--- config.mk ---
export PLATFORM = sky130hd
export DESIGN_NAME = xbus_sdram_port
export DESIGN_NICKNAME = d
export VERILOG_FILES = /design/src/rtl/xbus_sdram_pkg.sv /design/src/rtl/xbus_sdram_rdcache.sv /design/src/rtl/xbus_sdram_port.sv
export SDC_FILE = /design/constraint.sdc
export NUM_CORES = 1
export LEC_CHECK = 0
export CORE_AREA = 2 2 123 125
export CTS_CLUSTER_SIZE = 8
export DETAILED_ROUTE_END_ITERATION = 8
export DIE_AREA = 0 0 125 127
export SLEW_MARGIN = 30
export SYNTH_ARGS = -nofsm -noshare
export SYNTH_HDL_FRONTEND = slang
export SYNTH_HIERARCHICAL = 1
export SYNTH_SLANG_ARGS = --single-unit
--- constraint.sdc ---
create_clock -name clk -period 4.55 [get_ports clk]
set_input_delay 0.91 -clock clk [delete_from_list [all_inputs] [get_ports clk]]
set_output_delay 0.91 -clock clk [all_outputs]
set_load 0.02 [all_outputs]
--- src/rtl/xbus_sdram_pkg.sv ---
// xbus_sdram_pkg: shared types and constants for the xbus -> SDRAM command port.
//   xbus_state_e  : port FSM state encoding
//   XBUS_ADDR_W   : default word address width (xbus physical RAM space)
//   XBUS_DATA_W   : default data word width
//   TIMEOUT_RDATA : read data returned when the memory never answers
package xbus_sdram_pkg;

  localparam int unsigned XBUS_ADDR_W = 22;
  localparam int unsigned XBUS_DATA_W = 32;

  localparam logic [31:0] TIMEOUT_RDATA = 32'hDEADBEEF;

  typedef enum logic [2:0] {
    IDLE    = 3'd0,
    ISSUE   = 3'd1,
    WAIT_RD = 3'd2,
    ACK     = 3'd3,
    RELEASE = 3'd4
  } xbus_state_e;

endpackage

--- src/rtl/xbus_sdram_rdcache.sv ---
// xbus_sdram_rdcache: one-entry read buffer (valid, tag, data) in front of the SDRAM port.
// Ports:
//   clk, reset          : clock, asynchronous active-high reset (invalidates the entry)
//   fill_en/addr/data   : load the entry from a completed memory read
//   wr_en/addr/data     : write-through; updates data only when the tag matches
//   inval               : drop the entry (timeout)
//   lookup_addr         : address to test for a hit
//   hit_c, hit_data_c   : combinational hit flag and buffered data
module xbus_sdram_rdcache
  import xbus_sdram_pkg::*;
#(
  parameter int unsigned ADDR_W = XBUS_ADDR_W,
  parameter int unsigned DATA_W = XBUS_DATA_W
) (
  input  logic              clk,
  input  logic              reset,
  input  logic              fill_en,
  input  logic [ADDR_W-1:0] fill_addr,
  input  logic [DATA_W-1:0] fill_data,
  input  logic              wr_en,
  input  logic [ADDR_W-1:0] wr_addr,
  input  logic [DATA_W-1:0] wr_data,
  input  logic              inval,
  input  logic [ADDR_W-1:0] lookup_addr,
  output logic              hit_c,
  output logic [DATA_W-1:0] hit_data_c
);

  logic              valid_q, valid_d;
  logic [ADDR_W-1:0] tag_q,   tag_d;
  logic [DATA_W-1:0] data_q,  data_d;

  // Entry update: invalidate beats fill, fill beats write-through.
  always_comb begin
    valid_d = valid_q;
    tag_d   = tag_q;
    data_d  = data_q;
    if (inval) begin
      valid_d = 1'b0;
    end else if (fill_en) begin
      valid_d = 1'b1;
      tag_d   = fill_addr;
      data_d  = fill_data;
    end else if (wr_en && valid_q && (tag_q == wr_addr)) begin
      data_d  = wr_data;
    end
  end

  always_ff @(posedge clk or posedge reset) begin
    if (reset) begin
      valid_q <= 1'b0;
      tag_q   <= '0;
      data_q  <= '0;
    end else begin
      valid_q <= valid_d;
      tag_q   <= tag_d;
      data_q  <= data_d;
    end
  end

  assign hit_c      = valid_q && (tag_q == lookup_addr);
  assign hit_data_c = data_q;

endmodule

--- src/rtl/xbus_sdram_port.sv ---
// xbus_sdram_port: converts the xbus RAM decoder's level-held read/write request into a
// single valid/accept command on the SDRAM controller port, returns 1-cycle rd_ready /
// wr_done pulses, and forces completion after TIMEOUT cycles (0 disables the timeout).
// Optional feature: define XBUS_SDRAM_RDCACHE_EN to add a one-entry read buffer.
// Ports:
//   clk, reset                        : clock, asynchronous active-high reset
//   req_rd, req_wr, req_addr, req_wdata : xbus side request (held until acknowledged)
//   rd_data, rd_ready, wr_done        : completion back to xbus
//   timeout_err                       : sticky timeout flag, cleared only by reset
//   mem_valid, mem_we, mem_addr, mem_wdata, mem_accept : SDRAM command handshake
//   mem_rvalid, mem_rdata             : SDRAM read return
module xbus_sdram_port
  import xbus_sdram_pkg::*;
#(
  parameter int unsigned ADDR_W  = XBUS_ADDR_W,
  parameter int unsigned DATA_W  = XBUS_DATA_W,
  parameter int unsigned TIMEOUT = 255
) (
  input  logic              clk,
  input  logic              reset,
  input  logic              req_rd,
  input  logic              req_wr,
  input  logic [ADDR_W-1:0] req_addr,
  input  logic [DATA_W-1:0] req_wdata,
  output logic [DATA_W-1:0] rd_data,
  output logic              rd_ready,
  output logic              wr_done,
  output logic              timeout_err,
  output logic              mem_valid,
  output logic              mem_we,
  output logic [ADDR_W-1:0] mem_addr,
  output logic [DATA_W-1:0] mem_wdata,
  input  logic              mem_accept,
  input  logic              mem_rvalid,
  input  logic [DATA_W-1:0] mem_rdata
);

  // Counter only needs to hold 0..TIMEOUT-1; the timeout fires as it would reach TIMEOUT.
  localparam int unsigned CNT_W = (TIMEOUT > 1) ? $clog2(TIMEOUT) : 1;

  xbus_state_e       state_q, state_d;
  logic              mem_valid_q, mem_valid_d;
  logic              mem_we_q, mem_we_d;
  logic [ADDR_W-1:0] mem_addr_q, mem_addr_d;
  logic [DATA_W-1:0] mem_wdata_q, mem_wdata_d;
  logic [DATA_W-1:0] rd_data_q, rd_data_d;
  logic              rd_ready_q, rd_ready_d;
  logic              wr_done_q, wr_done_d;
  logic              timeout_err_q, timeout_err_d;
  logic [CNT_W-1:0]  cnt_q, cnt_d;

  logic              busy_c;
  logic              xfer_c;
  logic              done_c;
  logic              rdata_take_c;
  logic              tmo_hit_c;
  logic              tmo_c;
  logic              rd_hit_c;
  logic [DATA_W-1:0] cache_data_c;

  assign busy_c = (state_q == ISSUE) || (state_q == WAIT_RD);
  assign xfer_c = mem_valid_q && mem_accept;

  // Read data is legal in the accept cycle as well as in WAIT_RD; elsewhere it is stale.
  assign rdata_take_c = ((state_q == ISSUE) && xfer_c && !mem_we_q && mem_rvalid) ||
                        ((state_q == WAIT_RD) && mem_rvalid);
  assign done_c       = ((state_q == ISSUE) && xfer_c && mem_we_q) || rdata_take_c;

  // A real completion on the timeout edge wins over the timeout.
  assign tmo_hit_c = (TIMEOUT != 0) && (cnt_q == CNT_W'(TIMEOUT - 1));
  assign tmo_c     = busy_c && tmo_hit_c && !done_c;

`ifdef XBUS_SDRAM_RDCACHE_EN
  logic cache_hit_c;

  xbus_sdram_rdcache #(
    .ADDR_W (ADDR_W),
    .DATA_W (DATA_W)
  ) u_rdcache (
    .clk         (clk),
    .reset       (reset),
    .fill_en     (rdata_take_c),
    .fill_addr   (mem_addr_q),
    .fill_data   (mem_rdata),
    .wr_en       (xfer_c && mem_we_q),
    .wr_addr     (mem_addr_q),
    .wr_data     (mem_wdata_q),
    .inval       (tmo_c),
    .lookup_addr (req_addr),
    .hit_c       (cache_hit_c),
    .hit_data_c  (cache_data_c)
  );

  // Writes take priority, so a simultaneous read/write never hits.
  assign rd_hit_c = req_rd && !req_wr && cache_hit_c;
`else
  assign rd_hit_c     = 1'b0;
  assign cache_data_c = '0;
`endif

  // State and registered outputs.
  always_ff @(posedge clk or posedge reset) begin
    if (reset) begin
      state_q       <= IDLE;
      mem_valid_q   <= 1'b0;
      mem_we_q      <= 1'b0;
      mem_addr_q    <= '0;
      mem_wdata_q   <= '0;
      rd_data_q     <= '0;
      rd_ready_q    <= 1'b0;
      wr_done_q     <= 1'b0;
      timeout_err_q <= 1'b0;
      cnt_q         <= '0;
    end else begin
      state_q       <= state_d;
      mem_valid_q   <= mem_valid_d;
      mem_we_q      <= mem_we_d;
      mem_addr_q    <= mem_addr_d;
      mem_wdata_q   <= mem_wdata_d;
      rd_data_q     <= rd_data_d;
      rd_ready_q    <= rd_ready_d;
      wr_done_q     <= wr_done_d;
      timeout_err_q <= timeout_err_d;
      cnt_q         <= cnt_d;
    end
  end

  // Next state.
  always_comb begin
    state_d = state_q;
    case (state_q)
      IDLE: begin
        if (req_wr || req_rd) begin
          state_d = rd_hit_c ? ACK : ISSUE;
        end
      end
      ISSUE: begin
        if (done_c || tmo_c) begin
          state_d = ACK;
        end else if (xfer_c) begin
          state_d = WAIT_RD;
        end
      end
      WAIT_RD: begin
        if (done_c || tmo_c) begin
          state_d = ACK;
        end
      end
      ACK: begin
        state_d = RELEASE;
      end
      RELEASE: begin
        if (!req_rd && !req_wr) begin
          state_d = IDLE;
        end
      end
      default: begin
        state_d = IDLE;
      end
    endcase
  end

  // Output / datapath next values.
  always_comb begin
    mem_valid_d   = mem_valid_q;
    mem_we_d      = mem_we_q;
    mem_addr_d    = mem_addr_q;
    mem_wdata_d   = mem_wdata_q;
    rd_data_d     = rd_data_q;
    rd_ready_d    = 1'b0;
    wr_done_d     = 1'b0;
    timeout_err_d = timeout_err_q;
    cnt_d         = cnt_q;
    case (state_q)
      IDLE: begin
        if (req_wr || req_rd) begin
          mem_we_d    = req_wr;
          mem_addr_d  = req_addr;
          mem_wdata_d = req_wdata;
          cnt_d       = '0;
          mem_valid_d = !rd_hit_c;
          if (rd_hit_c) begin
            rd_data_d = cache_data_c;
          end
        end
      end
      ISSUE, WAIT_RD: begin
        cnt_d = cnt_q + CNT_W'(1);
        if (xfer_c || tmo_c) begin
          mem_valid_d = 1'b0;
        end
        if (rdata_take_c) begin
          rd_data_d = mem_rdata;
        end
        if (tmo_c) begin
          timeout_err_d = 1'b1;
          if (!mem_we_q) begin
            rd_data_d = DATA_W'(TIMEOUT_RDATA);
          end
        end
      end
      ACK: begin
        // mem_we_q still records which kind of transaction is finishing.
        rd_ready_d = !mem_we_q;
        wr_done_d  = mem_we_q;
      end
      default: begin
      end
    endcase
  end

  assign rd_data     = rd_data_q;
  assign rd_ready    = rd_ready_q;
  assign wr_done     = wr_done_q;
  assign timeout_err = timeout_err_q;
  assign mem_valid   = mem_valid_q;
  assign mem_we      = mem_we_q;
  assign mem_addr    = mem_addr_q;
  assign mem_wdata   = mem_wdata_q;

endmodule
==> impl_results.html, run 1 <==
<table>
<tr><th>Metric</th><th>Value</th></tr>
<tr><th colspan="2">Critical path</th></tr>
<tr><td>CP startpoint</td><td>mem_rvalid</td></tr>
<tr><td>Required @ worst endpoint</td><td>a little under 5 ns</td></tr>
<tr><td>Peak fanout along the critical path</td><td>34</td></tr>
<tr><td>Number of cells on the worst reg-to-reg path</td><td>5</td></tr>
<tr><td>Startpoint of the worst-slack reg-to-reg timing path</td><td>state_q[2]</td></tr>
<tr><td>Element type at the critical path end</td><td>flip-flop</td></tr>
<tr><td>Crit path launch type</td><td>primary input</td></tr>
<tr><td>Setup slack, reg-to-reg</td><td>2.13 ns</td></tr>
<tr><td>Arrival time worst endpoint</td><td>3.11 ns</td></tr>
<tr><td>Critical path destination</td><td>rd_data[0]</td></tr>
<tr><td>Critical path type</td><td>primary input to flip-flop</td></tr>
<tr><td>Endpoint of the worst-slack reg-to-reg timing path</td><td>rd_data[0]</td></tr>
<tr><th colspan="2">Global route</th></tr>
<tr><td>Wire length of the first global-routing pass</td><td>18000 µm</td></tr>
<tr><td>Number of global-route vias before repair</td><td>3555</td></tr>
<tr><td>Global Route Usage Sum</td><td>between 10 and 15%</td></tr>
<tr><td>Global route overflow</td><td>0</td></tr>
<tr><td>Number of antenna violations at the first check in global routing</td><td>0</td></tr>
<tr><td>Pin count of the biggest net entering global routing</td><td>79</td></tr>
<tr><th colspan="2">Clock tree</th></tr>
<tr><td>Hold_buf cts</td><td>0</td></tr>
<tr><td>Buffer cell driving the clock tree root</td><td>clkbuf_16</td></tr>
<tr><td>Clock tree buffer depth</td><td>2</td></tr>
<tr><td>PostCTS Resize Cnt</td><td>0</td></tr>
<tr><td>Number of clock buffers inserted by TritonCTS</td><td>9</td></tr>
<tr><td>Number of levels the H-tree was split into</td><td>3</td></tr>
<tr><td>Clock-pin slew on the worst setup and hold paths</td><td>~0.070 ns</td></tr>
<tr><td>Clock tree from TritonCTS</td><td>built</td></tr>
<tr><td>Sinks on the clock net</td><td>approximately 100</td></tr>
<tr><td>Clock network latency to the later pin of the worst-skew pair</td><td>approximately 0.35 ns</td></tr>
<tr><td>Setup fix buffers added after clock tree synthesis</td><td>0</td></tr>
<tr><th colspan="2">Timing</th></tr>
<tr><td>Final Hold Viols</td><td>0</td></tr>
<tr><td>Setup TNS Final</td><td>0 ns</td></tr>
<tr><td>RSZ-0062 raised after global routing</td><td>no</td></tr>
<tr><td>Slew @ Worst Pin</td><td>0.931 ns</td></tr>
<tr><td>Largest clock skew in the final design</td><td>between 0.007 and 0.008 ns</td></tr>
<tr><td>Final Worst Setup Slack</td><td>1.71 ns</td></tr>
<tr><td>Highest clock rate</td><td>353 MHz</td></tr>
<tr><td>Relative slew slack</td><td>~38%</td></tr>
<tr><td>Final min period</td><td>2.84 ns</td></tr>
<tr><td>Final setup violation count</td><td>0</td></tr>
<tr><td>Crit share post-route</td><td>62.3%</td></tr>
<tr><td>Count of final max-slew check failures</td><td>0</td></tr>
<tr><th colspan="2">Floorplanning</th></tr>
<tr><td>Ports</td><td>183</td></tr>
<tr><td>Core Footprint</td><td>~14000 µm²</td></tr>
<tr><td>Area of the die</td><td>15900 µm²</td></tr>
<tr><td>Number of core rows</td><td>44</td></tr>
<tr><td>Chip height</td><td>127 µm</td></tr>
<tr><td>Initial cell density of the core</td><td>29.8%</td></tr>
<tr><td>Chip width</td><td>125 µm</td></tr>
<tr><th colspan="2">Hold path</th></tr>
<tr><td>Source of the worst hold timing path</td><td>timeout_err</td></tr>
<tr><td>Worst Hold Class</td><td>flip-flop to flip-flop</td></tr>
<tr><th colspan="2">Detailed routing</th></tr>
<tr><td>WL/cell</td><td>around 16 µm</td></tr>
<tr><td>Total vias in the final route</td><td>3441</td></tr>
<tr><td>Detailed-route vias per instance</td><td>4.81</td></tr>
<tr><td>Number of iterations in the first detailed-routing pass</td><td>4</td></tr>
<tr><td>Routed wire length</td><td>about 11000 µm</td></tr>
<tr><td>Final ANT Viol Nets</td><td>0</td></tr>
<tr><td>Final routed DRC violation total</td><td>0</td></tr>
<tr><td>Number of violations reported at the end of detailed-routing iteration 0</td><td>roughly 150</td></tr>
<tr><th colspan="2">Power</th></tr>
<tr><td>Switching power share of the total</td><td>36.1%</td></tr>
<tr><td>Part of the power in the clock network</td><td>between 10% and 20%</td></tr>
<tr><td>Switching Power</td><td>0.00167 W</td></tr>
<tr><td>Total chip power</td><td>between 0.004 and 0.005 W</td></tr>
<tr><td>Logic gate share of total power</td><td>a little under half</td></tr>
<tr><td>Internal Power</td><td>about 0.003 W</td></tr>
<tr><td>Worst IR drop on VDD</td><td>0.393 mV</td></tr>
<tr><td>Power density over the cells</td><td>702 nW/µm²</td></tr>
<tr><td>Leakage Power</td><td>2.70 nW</td></tr>
<tr><td>Share of power burned in registers</td><td>~34%</td></tr>
<tr><th colspan="2">Synthesis</th></tr>
<tr><td>Number of flops mapped to enable cells by yosys</td><td>0</td></tr>
<tr><td>Fraction of synthesis flops using an asynchronous set or reset pin</td><td>100%</td></tr>
<tr><td>Yosys warns</td><td>6</td></tr>
<tr><td>Yosys cell types</td><td>43</td></tr>
<tr><td>Post-synthesis sequential element count</td><td>about 100</td></tr>
<tr><td>Syn_area_per_cell</td><td>12.0 µm²</td></tr>
<tr><td>Mapped cell area</td><td>about 4300 µm²</td></tr>
<tr><td>Seq/Total Area, Yosys</td><td>59.4%</td></tr>
<tr><td>Syn nets</td><td>453</td></tr>
<tr><td>Cells after synthesis</td><td>approximately 360</td></tr>
<tr><td>Commonest register cell after synthesis</td><td>dfrtp_1</td></tr>
<tr><th colspan="2">Cells and area</th></tr>
<tr><td>Area Growth Syn to Fin</td><td>53.2%</td></tr>
<tr><td>Antenna cells</td><td>0</td></tr>
<tr><td>NumNets Final</td><td>622</td></tr>
<tr><td>Ratio of cells with drive above 1 in the final layout</td><td>15.4%</td></tr>
<tr><th colspan="2">Placement</th></tr>
<tr><td>DP Worst Slack</td><td>between 1 and 1.5 ns</td></tr>
<tr><td>Final Wtd Congestion</td><td>0.713</td></tr>
<tr><td>Number of port buffers</td><td>182</td></tr>
<tr><td>Final HPWL DP</td><td>between 8000 and 9000 µm</td></tr>
<tr><th colspan="2">Outcome</th></tr>
<tr><td>Result of the run</td><td>complete, no violations</td></tr>
<tr><th colspan="2">Job</th></tr>
<tr><td>Max Cap Violations</td><td>0</td></tr>
</table>
how the worst min path moves through the flow:
stage             endpoint  cells past startpoint
6_report       timeout_err                      1
5_1_grt        timeout_err                      1
4_1_cts        timeout_err                      1
3_5_place_dp   timeout_err                      1
3_3_place_gp   timeout_err                      1
2_1_floorplan     cnt_q[0]                      1
power groups by stage:
stage	clock (W)	sequential, W	combinational, W
2_1_floorplan	0	0.00202	0.000772
5_1_grt	0.000894	0.00165	0.00236
6_report	0.000829	0.00158	0.00222
3_5_place_dp	0	0.00160	0.00224
4_1_cts	0.000859	0.00159	0.00225
3_3_place_gp	0	0.00158	0.00221
flip-flops by register name, summed over array words and instances, names as in the netlist:
register,count
cnt_q,8
mem_addr,22
mem_valid,1
mem_wdata,32
mem_we,1
rd_data,32
rd_ready,1
state_q,3
timeout_err,1
wr_done,1
synth_stat cells, drive strengths merged, types with 2 or more instances:
| cell | instances | area (µm²) |
|---|---|---|
| nor2b | 4 | 25.0 |
| and2 | 2 | 12.5 |
| nand3 | 59 | 295 |
| mux2 | 55 | 619 |
| ha | 2 | 25.0 |
| clkbuf | 15 | 56.3 |
| nor4b | 2 | 23.8 |
| nand2b | 3 | 18.8 |
| nor3 | 3 | 20.0 |
| nor2 | 11 | 41.3 |
| inv | 2 | 7.51 |
| dfrtp | 102 | 2550 |
| nand2 | 6 | 22.5 |
| buf | 13 | 91.3 |
| a21oi | 15 | 78.8 |
| nand4 | 5 | 31.3 |
| o21ai | 35 | 175 |
| a31oi | 2 | 12.5 |
| xor2 | 5 | 43.8 |
| and3 | 2 | 12.5 |
metal layers:
| layer | up-vias | share of wire (%) | track usage [%] |
|---|---|---|---|
| li1 | 1623 | - | - |
| met1 | 1679 | 42 | 17.1 |
| met2 | 123 | 48 | 23.2 |
| met3 | 16 | 7.6 | 5.03 |
| met4 | 0 | 2.4 | 5.10 |
| met5 | - | 0 | 0 |
layout make-up:
class                           count  area (µm²)
Clock inverter                      5        82.6
Tap cell                          184         230
Fill cell                        1326        7840
Clock buffer                       10         239
Multi-Input combinational cell    227        1620
Inverter                            2        12.5
Sequential cell                   102        2550
Timing Repair Buffer              186        1850
stage by stage:
stage / hold WS, ns / std cells / instance area [µm²] / utilization (%)
after global placement: 0.460 / 701 / 6250 / 43.3
final: 0.474 / 716 / 6590 / 45.7
after CTS: 0.484 / 716 / 6590 / 45.7
after floorplan: 0.490 / 359 / 4300 / -
after global routing: 0.498 / 716 / 6590 / 45.7
after detailed placement: 0.464 / 701 / 6260 / 43.4
worst max-delay path, stage by stage:
cell	delay, ns
clkdlybuf4s50_1	0.51
nand2b_1	0.12
buf_4	0.30
a21oi_1	0.11
or4b_1	0.90
nand3_1	0.23
cells by family after synthesis:
logic type                 count (synthesis)  synth area share [%]
AOI/OAI and AO/OA                         61                  7.89
DFF                                      102                  59.4
and+or+nand+nor                          103                  12.9
adders and majority gates                  2                 0.582
muxes                                     55                  14.4
xor gates and xnor gates                   6                  1.22
buffers and inverters                     30                  3.61
layout by cell type, fill, tap and decap left out, drive strengths merged, types with 2 or more instances in the layout:
master / n
buf: 4
nand2: 6
nor2: 11
nand4: 5
nor2b: 4
a21oi: 15
a31oi: 2
mux2: 55
xor2: 5
clkinv: 2
clkbuf: 10
nor4b: 2
ha: 2
and3: 2
clkdlybuf4s50: 182
nand2b: 3
inv: 3
and2: 2
o21ai: 35
nor3: 3
dfrtp: 102
nand3: 59
bufinv: 2
Note: power is estimated with default switching activity, not from simulation.
==> inputs of run 2 (changes only) <==
Clock period 4.55 ns to 2.57 ns, I/O delays scaled along.
==> run 2 against run 1 <==
Final area is 0.44% higher. Global-route usage is 0.42 points higher. Clock power is 66% higher. Worst setup slack got worse by 1.3 ns. Power up 76%. Worst hold slack better by 0.0039 ns. Register-to-register slack worse by 1.6 ns. Count of clock-buffer cells in the layout increased by 1. Largest cell class unchanged.
==> impl_results.html, run 2 (synthesis gave the netlist of run 1 again) <==
<table>
<tr><th>Metric</th><th>Value</th></tr>
<tr><th colspan="2">Clock tree</th></tr>
<tr><td>Clock tree buffer depth</td><td>2</td></tr>
<tr><td>Buffer cell driving the clock tree root</td><td>clkbuf_16</td></tr>
<tr><td>Hold_buf cts</td><td>0</td></tr>
<tr><td>Number of clock buffers inserted by TritonCTS</td><td>9</td></tr>
<tr><td>Setup fix buffers added after clock tree synthesis</td><td>0</td></tr>
<tr><td>Sinks on the clock net</td><td>102</td></tr>
<tr><td>Clock network latency to the later pin of the worst-skew pair</td><td>0.35 ns</td></tr>
<tr><td>Number of levels the H-tree was split into</td><td>3</td></tr>
<tr><td>Clock tree from TritonCTS</td><td>built</td></tr>
<tr><td>PostCTS Resize Cnt</td><td>0</td></tr>
<tr><td>Clock-pin slew on the worst setup and hold paths</td><td>~0.070 ns</td></tr>
<tr><th colspan="2">Power</th></tr>
<tr><td>Power density over the cells</td><td>1230 nW/µm²</td></tr>
<tr><td>Worst IR drop on VDD</td><td>approximately 0.72 mV</td></tr>
<tr><td>Leakage Power</td><td>2.71 nW</td></tr>
<tr><th colspan="2">Global route</th></tr>
<tr><td>Number of global-route vias before repair</td><td>~3.5k</td></tr>
<tr><td>Busiest metal layer after global routing</td><td>met2</td></tr>
<tr><td>Global Route Usage Sum</td><td>14.5%</td></tr>
<tr><td>Global-route track usage on met3</td><td>5.23%</td></tr>
<tr><td>Wire length of the first global-routing pass</td><td>18400 µm</td></tr>
<tr><td>Number of antenna violations at the first check in global routing</td><td>0</td></tr>
<tr><td>Global-route met1 utilization</td><td>17.4%</td></tr>
<tr><td>Global-route track usage on met2</td><td>24.4%</td></tr>
<tr><td>Pin count of the biggest net entering global routing</td><td>103</td></tr>
<tr><td>Global route overflow</td><td>0</td></tr>
<tr><th colspan="2">Timing</th></tr>
<tr><td>Final min period</td><td>2.15 ns</td></tr>
<tr><td>Slew @ Worst Pin</td><td>0.902 ns</td></tr>
<tr><td>Final Worst Setup Slack</td><td>between 0.4 and 0.5 ns</td></tr>
<tr><td>RSZ-0062 raised after global routing</td><td>no</td></tr>
<tr><td>Highest clock rate</td><td>466 MHz</td></tr>
<tr><td>Final setup violation count</td><td>0</td></tr>
<tr><td>Count of final max-slew check failures</td><td>0</td></tr>
<tr><td>Largest clock skew in the final design</td><td>roughly 0.0076 ns</td></tr>
<tr><td>Relative slew slack</td><td>39.9%</td></tr>
<tr><td>Setup TNS Final</td><td>0 ns</td></tr>
<tr><td>Crit share post-route</td><td>83.5%</td></tr>
<tr><td>Final Hold Viols</td><td>0</td></tr>
<tr><th colspan="2">Critical path</th></tr>
<tr><td>Peak fanout along the critical path</td><td>10</td></tr>
<tr><td>List of cells traversed by the critical path</td><td>clkdlybuf4s50_1</td></tr>
<tr><td>Startpoint of the worst-slack reg-to-reg timing path</td><td>state_q[0]</td></tr>
<tr><td>Top Family by Delay on Critical Path</td><td>buffers and inverters</td></tr>
<tr><td>Element type at the critical path end</td><td>output port</td></tr>
<tr><td>Crit path launch type</td><td>flip-flop</td></tr>
<tr><td>Critical path's slowest cell</td><td>clkdlybuf4s50_1</td></tr>
<tr><td>Critical path type</td><td>flip-flop to output port</td></tr>
<tr><td>Number of buffer and inverter stages on the critical path</td><td>1</td></tr>
<tr><td>Required @ worst endpoint</td><td>2.06 ns</td></tr>
<tr><td>Arrival time worst endpoint</td><td>1.63 ns</td></tr>
<tr><td>CP startpoint</td><td>mem_we</td></tr>
<tr><td>Longest individual stage delay on the worst path</td><td>0.72 ns</td></tr>
<tr><th colspan="2">Floorplanning</th></tr>
<tr><td>Chip width</td><td>125 µm</td></tr>
<tr><td>Ports</td><td>183</td></tr>
<tr><td>Chip height</td><td>127 µm</td></tr>
<tr><td>Area of the die</td><td>15900 µm²</td></tr>
<tr><td>Number of core rows</td><td>between 40 and 50</td></tr>
<tr><td>Core Footprint</td><td>14400 µm²</td></tr>
<tr><td>Initial cell density of the core</td><td>29.8%</td></tr>
<tr><th colspan="2">Detailed routing</th></tr>
<tr><td>Number of violations reported at the end of detailed-routing iteration 0</td><td>roughly 190</td></tr>
<tr><td>Final ANT Viol Nets</td><td>0</td></tr>
<tr><td>WL/cell</td><td>~16 µm</td></tr>
<tr><td>Total vias in the final route</td><td>between 3k and 4k</td></tr>
<tr><td>Routed wire length</td><td>11400 µm</td></tr>
<tr><td>Detailed-route vias per instance</td><td>4.80</td></tr>
<tr><td>Number of iterations in the first detailed-routing pass</td><td>4</td></tr>
<tr><td>Final routed DRC violation total</td><td>0</td></tr>
<tr><th colspan="2">Job</th></tr>
<tr><td>Max Cap Violations</td><td>0</td></tr>
<tr><th colspan="2">Cells and area</th></tr>
<tr><td>Antenna cells</td><td>0</td></tr>
<tr><td>Final design utilization</td><td>45.9%</td></tr>
<tr><td>Ratio of cells with drive above 1 in the final layout</td><td>16.2%</td></tr>
<tr><td>Highest-count cells in the layout ignoring fill and taps</td><td>182 x clkdlybuf4s50_1, 102 x dfrtp_1, 59 x nand3_1</td></tr>
<tr><td>NumNets Final</td><td>627</td></tr>
<tr><td>Number of filler instances in the final layout</td><td>1313</td></tr>
<tr><td>Area Growth Syn to Fin</td><td>53.9%</td></tr>
<tr><td>Most common cell after layout, fill and taps aside</td><td>clkdlybuf4s50_1</td></tr>
<tr><td>Total non-filler cell area in the finished layout</td><td>6610 µm²</td></tr>
<tr><td>Non-filler cells in the finished layout</td><td>722</td></tr>
<tr><th colspan="2">Placement</th></tr>
<tr><td>DP Worst Slack</td><td>0.164 ns</td></tr>
<tr><td>DP Area</td><td>approximately 6300 µm²</td></tr>
<tr><td>Final HPWL DP</td><td>8050 µm</td></tr>
<tr><td>Number of placed cells counting well taps</td><td>706</td></tr>
<tr><td>Final Wtd Congestion</td><td>0.780</td></tr>
<tr><td>Number of port buffers</td><td>182</td></tr>
<tr><th colspan="2">Hold path</th></tr>
<tr><td>Source of the worst hold timing path</td><td>timeout_err</td></tr>
<tr><td>Worst Hold Class</td><td>flip-flop to flip-flop</td></tr>
<tr><th colspan="2">Outcome</th></tr>
<tr><td>Result of the run</td><td>complete, no violations</td></tr>
</table>
run 2: changes by cell type in the layout (fill, tap and decap cells not counted):
cell	previous run	this run
buf_4	4	7
o21ai_2	0	1
bufinv_16	2	1
o21ai_4	1	0
clkbuf_1	0	1
nor2b_2	0	1
inv_6	2	0
nor2b_4	2	1
clkinvlp_4	0	3
buf_12	0	2
run 2: layer usage:
metal	vias to the layer above	wire, µm
met5	-	0
met4	0	224
met3	19	762
met2	134	5750
met1	1683	4640
li1	1631	-
run 2: cell type report:
type                            count  area (µm²)  share of cell area, %
Tap cell                          184         230                   3.48
Multi-Input combinational cell    227        1600                   24.3
Inverter                            2        11.3                  0.170
Clock inverter                      5        58.8                  0.889
Sequential cell                   102        2550                   38.6
Clock buffer                       11         243                   3.67
Timing Repair Buffer              191        1910                   28.9
run 2: path summary, 6_finish.rpt:
path / end / slack [ns] / depth (start not counted)
max: mem_we / 0.42 / 1
min: timeout_err / 0.48 / 1
max in group asynchronous: rd_data[18] / 1.48 / 3
min reg2reg: timeout_err / 0.48 / 1
min in group asynchronous: mem_addr[17] / 0.69 / 3
max reg2reg: mem_addr[8] / 0.51 / 4
run 2: stage by stage:
step | hold WS, ns | power, W
2_1_floorplan | 0.490 | 0.00494
3_3_place_gp | 0.467 | 0.00675
3_5_place_dp | 0.476 | 0.00684
4_1_cts | 0.491 | 0.00827
5_1_grt | 0.506 | 0.00866
6_report | 0.478 | 0.00814
run 2: power by group:
part / switching, W / internal [W]
sequential: 0.000463 / 0.00234
combinational: 0.00191 / 0.00205
clock: 0.000597 / 0.000782
total: 0.00297 / 0.00517
